--- src/rtl/cond_eval.sv ---
// Condition evaluation stage: evaluates a condition code against ALU flags and returns
// the result through a 2-entry skid buffer. Optional bypass: COND_EVAL_FLAG_BYPASS_EN.
`timescale 1ns/1ps

module cond_eval #(
  parameter int unsigned P_FLAG_WIDTH = 5,
  parameter int unsigned P_DATA_WIDTH = 16,
  parameter int unsigned P_TAG_WIDTH  = 4
) (
  input  logic                    I_CLK,
  input  logic                    I_RESET,
  input  logic [P_FLAG_WIDTH-1:0] I_FLAGS,
  input  logic [P_FLAG_WIDTH-1:0] I_FLAGS_NEXT,
  input  logic                    I_FLAGS_WE,
  input  logic                    I_VALID,
  input  logic [3:0]              I_COND,
  input  logic [P_TAG_WIDTH-1:0]  I_TAG,
  output logic                    O_READY,
  output logic                    O_VALID,
  input  logic                    I_OUT_READY,
  output logic                    O_TAKEN,
  output logic [P_DATA_WIDTH-1:0] O_SET,
  output logic [P_TAG_WIDTH-1:0]  O_TAG
);

  localparam int unsigned FLAG_C = 0;
  localparam int unsigned FLAG_L = 1;
  localparam int unsigned FLAG_F = 2;
  localparam int unsigned FLAG_Z = 3;
  localparam int unsigned FLAG_N = 4;

  typedef enum logic [1:0] {
    ST_EMPTY = 2'd0,
    ST_ONE   = 2'd1,
    ST_TWO   = 2'd2
  } state_t;

  typedef struct packed {
    logic                   taken;
    logic [P_TAG_WIDTH-1:0] tag;
  } entry_t;

  state_t state_q, state_d;
  entry_t main_q, main_d;
  entry_t skid_q, skid_d;
  logic   valid_q, valid_d;
  logic   ready_q, ready_d;

  logic [P_FLAG_WIDTH-1:0] feff_c;
  logic                    stall_c;
  logic                    taken_c;
  logic                    accept_c;
  logic                    pop_c;

  // Without the bypass, a request in a flag-write cycle waits for the registered flags.
`ifdef COND_EVAL_FLAG_BYPASS_EN
  assign feff_c  = I_FLAGS_WE ? I_FLAGS_NEXT : I_FLAGS;
  assign stall_c = 1'b0;
`else
  logic flags_next_unused;
  assign flags_next_unused = ^I_FLAGS_NEXT;
  assign feff_c  = I_FLAGS;
  assign stall_c = I_FLAGS_WE;
`endif

  // Condition code decode.
  always_comb begin
    taken_c = 1'b0;
    case (I_COND)
      4'h0: taken_c = feff_c[FLAG_Z];
      4'h1: taken_c = ~feff_c[FLAG_Z];
      4'h2: taken_c = feff_c[FLAG_C];
      4'h3: taken_c = ~feff_c[FLAG_C];
      4'h4: taken_c = feff_c[FLAG_L];
      4'h5: taken_c = ~feff_c[FLAG_L];
      4'h6: taken_c = feff_c[FLAG_N];
      4'h7: taken_c = ~feff_c[FLAG_N];
      4'h8: taken_c = feff_c[FLAG_F];
      4'h9: taken_c = ~feff_c[FLAG_F];
      4'hA: taken_c = ~feff_c[FLAG_L] & ~feff_c[FLAG_Z];
      4'hB: taken_c = feff_c[FLAG_L] | feff_c[FLAG_Z];
      4'hC: taken_c = ~feff_c[FLAG_N] & ~feff_c[FLAG_Z];
      4'hD: taken_c = feff_c[FLAG_N] | feff_c[FLAG_Z];
      4'hE: taken_c = 1'b1;
      default: taken_c = 1'b0;
    endcase
  end

  assign accept_c = I_VALID & ready_q & ~stall_c;
  assign pop_c    = valid_q & I_OUT_READY;

  // Skid buffer occupancy and entry movement.
  always_comb begin
    state_d = state_q;
    main_d  = main_q;
    skid_d  = skid_q;
    case (state_q)
      ST_EMPTY: begin
        if (accept_c) begin
          state_d = ST_ONE;
          main_d  = '{taken: taken_c, tag: I_TAG};
        end
      end
      ST_ONE: begin
        if (accept_c && !pop_c) begin
          state_d = ST_TWO;
          skid_d  = '{taken: taken_c, tag: I_TAG};
        end else if (accept_c && pop_c) begin
          main_d  = '{taken: taken_c, tag: I_TAG};
        end else if (pop_c) begin
          state_d = ST_EMPTY;
        end
      end
      ST_TWO: begin
        if (pop_c) begin
          state_d = ST_ONE;
          main_d  = skid_q;
        end
      end
      default: state_d = ST_EMPTY;
    endcase
    valid_d = (state_d != ST_EMPTY);
    ready_d = (state_d != ST_TWO);
  end

  always_ff @(posedge I_CLK or posedge I_RESET) begin
    if (I_RESET) begin
      state_q <= ST_EMPTY;
      main_q  <= '0;
      skid_q  <= '0;
      valid_q <= 1'b0;
      ready_q <= 1'b1;
    end else begin
      state_q <= state_d;
      main_q  <= main_d;
      skid_q  <= skid_d;
      valid_q <= valid_d;
      ready_q <= ready_d;
    end
  end

  assign O_READY = ready_q;
  assign O_VALID = valid_q;
  assign O_TAKEN = main_q.taken;
  assign O_TAG   = main_q.tag;
  assign O_SET   = {{(P_DATA_WIDTH-1){1'b0}}, main_q.taken};

endmodule

--- config.mk ---
export PLATFORM = sky130hd
export DESIGN_NAME = cond_eval
export DESIGN_NICKNAME = d
export VERILOG_FILES = /design/src/rtl/cond_eval.sv
export SDC_FILE = /design/constraint.sdc
export NUM_CORES = 1
export LEC_CHECK = 0
export BUFFER_PORTS_ARGS = -buffer_cell sky130_fd_sc_hd__buf_2
export CAP_MARGIN = 0
export CORE_ASPECT_RATIO = 0.9
export CORE_MARGIN = 2
export CORE_UTILIZATION = 44
export DETAILED_ROUTE_END_ITERATION = 6
export HOLD_SLACK_MARGIN = 0.08
export PLACE_DENSITY = 0.78
export SKIP_CTS_REPAIR_TIMING = 1
export SYNTH_ARGS = -nofsm -noshare
export SYNTH_HDL_FRONTEND = slang
export SYNTH_SLANG_ARGS = --single-unit
--- constraint.sdc ---
create_clock -name I_CLK -period 1.8 [get_ports I_CLK]
set_input_delay 0.27 -clock I_CLK [delete_from_list [all_inputs] [get_ports I_CLK]]
set_output_delay 0.27 -clock I_CLK [all_outputs]
set_load 0.01 [all_outputs]
# Word level (Yosys, flattened, before mapping)

Index checks and enable logic that the tools add are counted.

Flip-flop bits (word level): 14
Input port bits: 23
Output and inout port bits: 23
Word-level logic and storage cells: 62

Equal/unequal tests: 21
Mux-type cells: 12
Bitwise logic cells: 13
Reductions and logical operators: 9

Operators by type and width:

| operator                                      | count |
|---|---|
| == test 4 bit, second input constant          | 7 |
| 2-to-1 mux 5 bit                              | 4 |
| == test 4 x 3 -> 1 bit, second input constant | 4 |
| one-hot mux 1 bit (15 select lines)           | 1 |
| one-hot mux 5 bit (3 select lines)            | 1 |
| 2-to-1 mux 2 bit                              | 5 |
| inequality test 2 bit, second input constant  | 5 |
| == test 4 x 2 -> 1 bit, second input constant | 2 |
| inverter 1 bit                                | 6 |
| one-hot mux 2 bit (3 select lines)            | 1 |
| AND 1 bit                                     | 5 |
| AND reduction 5 bit                           | 1 |
| == test 4 x 1 -> 1 bit, second input constant | 1 |
| zero test 4 bit                               | 1 |
| nonzero test 3 bit                            | 1 |
| == test 2 x 1 -> 1 bit, second input constant | 1 |
| == test 2 bit, second input constant          | 1 |
| logical AND 1 bit                             | 2 |
| zero test 2 bit                               | 1 |
| OR 1 bit                                      | 2 |
| AND reduction 2 bit                           | 1 |
| nonzero test 2 bit                            | 1 |
| zero test 1 bit                               | 1 |

# Logic depth before layout (Yosys ltp)

Depth after elaboration: 7
Mapped depth: 6
Depth with buffers taken out: 5

# Least setup slack after synthesis

OpenSTA, ideal clock, no wires.

Kind: register to register
From: register ready_q (netlist: O_READY)
To: register main_q (netlist bit O_TAKEN)
Setup time: 0.130 ns
Arrival time: 1.374 ns
Required time: 1.670 ns
Slack: 0.296 ns
Stages on the path, launching flop included: 6
Buffers on the path: 0
Clock period less this slack: 1.504 ns
Cells stage by stage: dfstp_2 > nand3b_1 > o31ai_1 > o21ai_1 > a22oi_1 > o21ai_1

Cells in the longest elaborated chain, start to end: 5
Elaborated cells between the ends (all ways): 8
Those cells by class: eq/ne: 3; bitwise: 2; reduce/logical: 3

RTL lines:

| element                              | line     | text |
|---|---|---|
| start, declared                      | 47       | `logic ready_q, ready_d;` |
| start signal, assigned               | 138      | `ready_q <= ready_d;` |
| AND 1 bit * (2 in a row)             | 89       | `assign accept_c = I_VALID & ready_q & ~stall_c;` |
| logical AND 1 bit (on tied branches) | 108, 105 |  |
| inequality test 2 bit (no line)      | -        |  |
| AND reduction 5 bit (no line) *      | -        |  |
| end signal, assigned                 | 135      | `main_q <= main_d;` |
| end, declared                        | 44       | `entry_t main_q, main_d;` |

Every way passes the cells marked *; elsewhere a longest branch is shown, timed or not.
A chain may end at the register's enable or synchronous reset.

# Final worst setup path

Ends and elaborated chain as after synthesis.

==> summary.md <==
| Metric | Value |
|---|---|
| Crit end category | `register` |
| First DRT Iteration DRCs | `4` |
| Top cell type's share of synthesized area | `approximately 36%` |
| Final setup vio count | `0` |
| Top FF cell, synth | `dfrtp_1` |
| Fin crit share | `a little over 90%` |
| ANT nets after route | `0` |
| Fraction of layout cells with a size suffix above 1 | `30.6%` |
| RR Endpoint | `O_TAKEN` |
| Synthesized flop and latch total | `14` |
| Leakage | `0.536 nW` |
| CP Data Arrival Time | `1.83 ns` |
| WL met1 | `~650 µm` |
| CP max stage cell | `dfstp_2` |
| # H-tree levels | `1` |
| Row cnt | `15` |
| Die area | `0.00246 mm²` |
| Pwr per Cell Area | `1220 mW/mm²` |
| Fin nets | `about 150` |
| Synthesis Warnings | `0` |
| Synth top area cells | `dfrtp_1, buf_4, mux2_2, mux2i_1, nand2_1` |
| Diodes inserted | `0` |
| Global-route wire length before repair | `~2200 µm` |
| Worst VDD drop | `approximately 0.46 mV` |
| Worst slew pin tran | `0.593 ns` |
| Number of remaining DRC errors | `0` |
| Port Buffers | `25` |
| Gpl congestion | `0.731` |
| Num CTS Buffers | `3` |
| Worst Setup Start Kind | `register` |
| Clock sinks | `14` |
| Hpwl dp | `around 1300 µm` |
| Via count of the first global-routing pass | `about 560` |
| Seq/Total Area, Yosys | `between 30% and 40%` |
| Synth cell types | `34` |
| Drt pass-1 iters | `6` |
| Cell mode on critical path | `o21ai_1` |
| Crit-path max FO | `9` |
| Max Slew Vio Count | `0` |
| Hold Path Class | `primary input to register` |
| CP Cell Sequence | `nand3b_1, o31ai_1, o21ai_1, a22oi_1, o21ai_1` |
| Syn Std Cell Area | `913 µm²` |
| Crit path time final | `between 1.5 and 2 ns` |
| CP max stage delay | `~0.53 ns` |
| Root buffer cell | `clkbuf_4` |
| Slew margin rel. | `between 60% and 70%` |
| Routed length on met2 | `about 800 µm` |
| Total Power | `0.00125 W` |
| Area Growth Syn to Fin | `12.1%` |
| Initial antenna violation count | `0` |
| Core ar. | `0.00193 mm²` |
| Initial core utilization | `a little under half` |
| Reg2Reg Depth | `5` |
| Fin. Hold Viols | `0` |
| Aggregate global routing overflow | `0` |
| Clock Latency Late Sink | `0.27 ns` |
| Fmax | `between 500 and 600 MHz` |
| RR Startpoint | `O_READY` |
| DIE WIDTH | `~52 µm` |
| Setup Total Neg Slack | `0 ns` |
| Met3 routed WL | `between 100 and 150 µm` |
| Die height | `roughly 47 µm` |
| Final WL | `around 1600 µm` |
| Clk buf depth | `2` |
| Global Route Usage Sum | `12.1%` |
| Clock-pin slew on the worst setup and hold paths | `about 0.080 ns` |
| Area leader, netlist | `dfrtp_1` |
| Uppermost layer routed | `met3` |
| Max-cap viol count | `0` |
| Worst setup startpoint | `O_READY` |
| Outcome | `finished, final reports clean` |
| Clock skew | `0.000597 ns` |
| WL per Instance | `approximately 11 µm` |
| Largest net degree at the start of global routing | `15` |
| Number of synthesized flops with an enable pin | `0` |
| FFs w/ async S/R, synth | `100%` |
| Vias | `about 700` |
| CP endpoint | `O_TAKEN` |
| Vias/cell | `around 4.9` |
| Mapped Cells | `97` |
| CP Data Required Time | `1.95 ns` |
| Setup slack, reg-to-reg | `between 0.1 and 0.15 ns` |
| Io pins | `46` |
| TritonCTS clock tree | `built` |
| Mean Syn Cell Area | `~9.4 µm²` |
| RSZ-0062 raised after global routing | `false` |
| Setup Crit Path Kind | `register to register` |
-- cell type report --
class	count	area, µm²
Clock buffer	4	36.3
Fill cell	185	910
Inverter	2	7.51
Multi-Input combinational cell	75	462
Sequential cell	14	352
Tap cell	25	31.3
Timing Repair Buffer	26	135
-- worst min path at each step --
stage | endpoint | start | depth (start not counted)
after global routing | skid_q[2] | I_TAG[2] | 2
final | skid_q[2] | I_TAG[2] | 2
after global placement | O_TAG[3] | I_RESET | 2
after floorplan | O_TAG[0] | I_RESET | 1
after CTS | state_q[1] | I_RESET | 2
after detailed placement | O_TAG[2] | I_RESET | 2
-- metrics by stage --
step | worst slack, ns | hold WS [ns] | area [µm²] | std cells | util (%)
floorplan | 0.296 | 0.159 | 966 | 111 | -
global placement | 0.189 | 0.327 | 977 | 141 | 50.6
detailed placement | 0.111 | 0.325 | 977 | 141 | 50.6
CTS | 0.110 | 0.0309 | 1010 | 145 | 52.4
global route | 0.0143 | 0.231 | 1020 | 146 | 52.9
finish | 0.125 | 0.240 | 1020 | 146 | 52.9
-- cells by family (layout without fill, tap and decap cells) --
group	after synthesis	after routing	share of synthesized area, %
and+or+nand+nor	26	26	14.8
buffers and inverters	22	32	16.7
AOI/OAI and AO/OA	21	21	15.1
DFF	14	14	38.5
muxes	10	10	11.6
xor gates and xnor gates	3	3	2.88
other	1	15	0.411
-- synth_stat cells, types with 2 or more instances --
| cell | number |
|---|---|
| a211oi_1 | 3 |
| a21oi_1 | 2 |
| buf_2 | 2 |
| buf_4 | 16 |
| dfrtp_1 | 13 |
| inv_1 | 2 |
| mux2_2 | 5 |
| mux2i_1 | 5 |
| nand2_1 | 10 |
| nand2b_1 | 2 |
| nand3_1 | 2 |
| nor2_1 | 3 |
| nor3b_1 | 2 |
| o21ai_0 | 5 |
| o21ai_1 | 3 |
| o22ai_1 | 2 |
| or3b_1 | 2 |
| xor2_1 | 2 |
-- per-layer routing --
layer | vias up | global-route usage, %
li1 | 352 | -
met1 | 331 | 14.4
met2 | 27 | 23.0
met3 | 0 | 1.91
met4 | 0 | 3.16
met5 | - | 0
-- layout by cell type, fill, tap and decap left out, types with 2 or more instances in the layout --
cell / count
a211oi_1: 3
a21oi_1: 2
buf_2: 25
clkbuf_4: 3
conb_1: 15
dfrtp_1: 13
inv_1: 2
mux2_2: 5
mux2i_1: 5
nand2_1: 10
nand2b_1: 2
nand3_1: 2
nor2_1: 3
nor3b_1: 2
o21ai_0: 5
o21ai_1: 3
o22ai_1: 2
or3b_1: 2
xor2_1: 2
-- sequential cells by signal, indices dropped and copies added (netlist names) --
signal	cells
O_READY	1
O_TAG	4
O_TAKEN	1
O_VALID	1
skid_q	5
state_q	2
-- worst max-delay path, delay by kind of cell (launching register included) --
kind            cells  cell delay (ns)
flops               1             0.53
compound gates      4             0.85
simple gates        1             0.18
-- where the power goes --
group	internal, W	total (W)	switching [W]
registers	0.000464	0.000554	0.0000900
clock network	0.000123	0.000222	0.0000993
logic	0.000222	0.000473	0.000252
No activity file was read; power rests on OpenSTA's default activity.
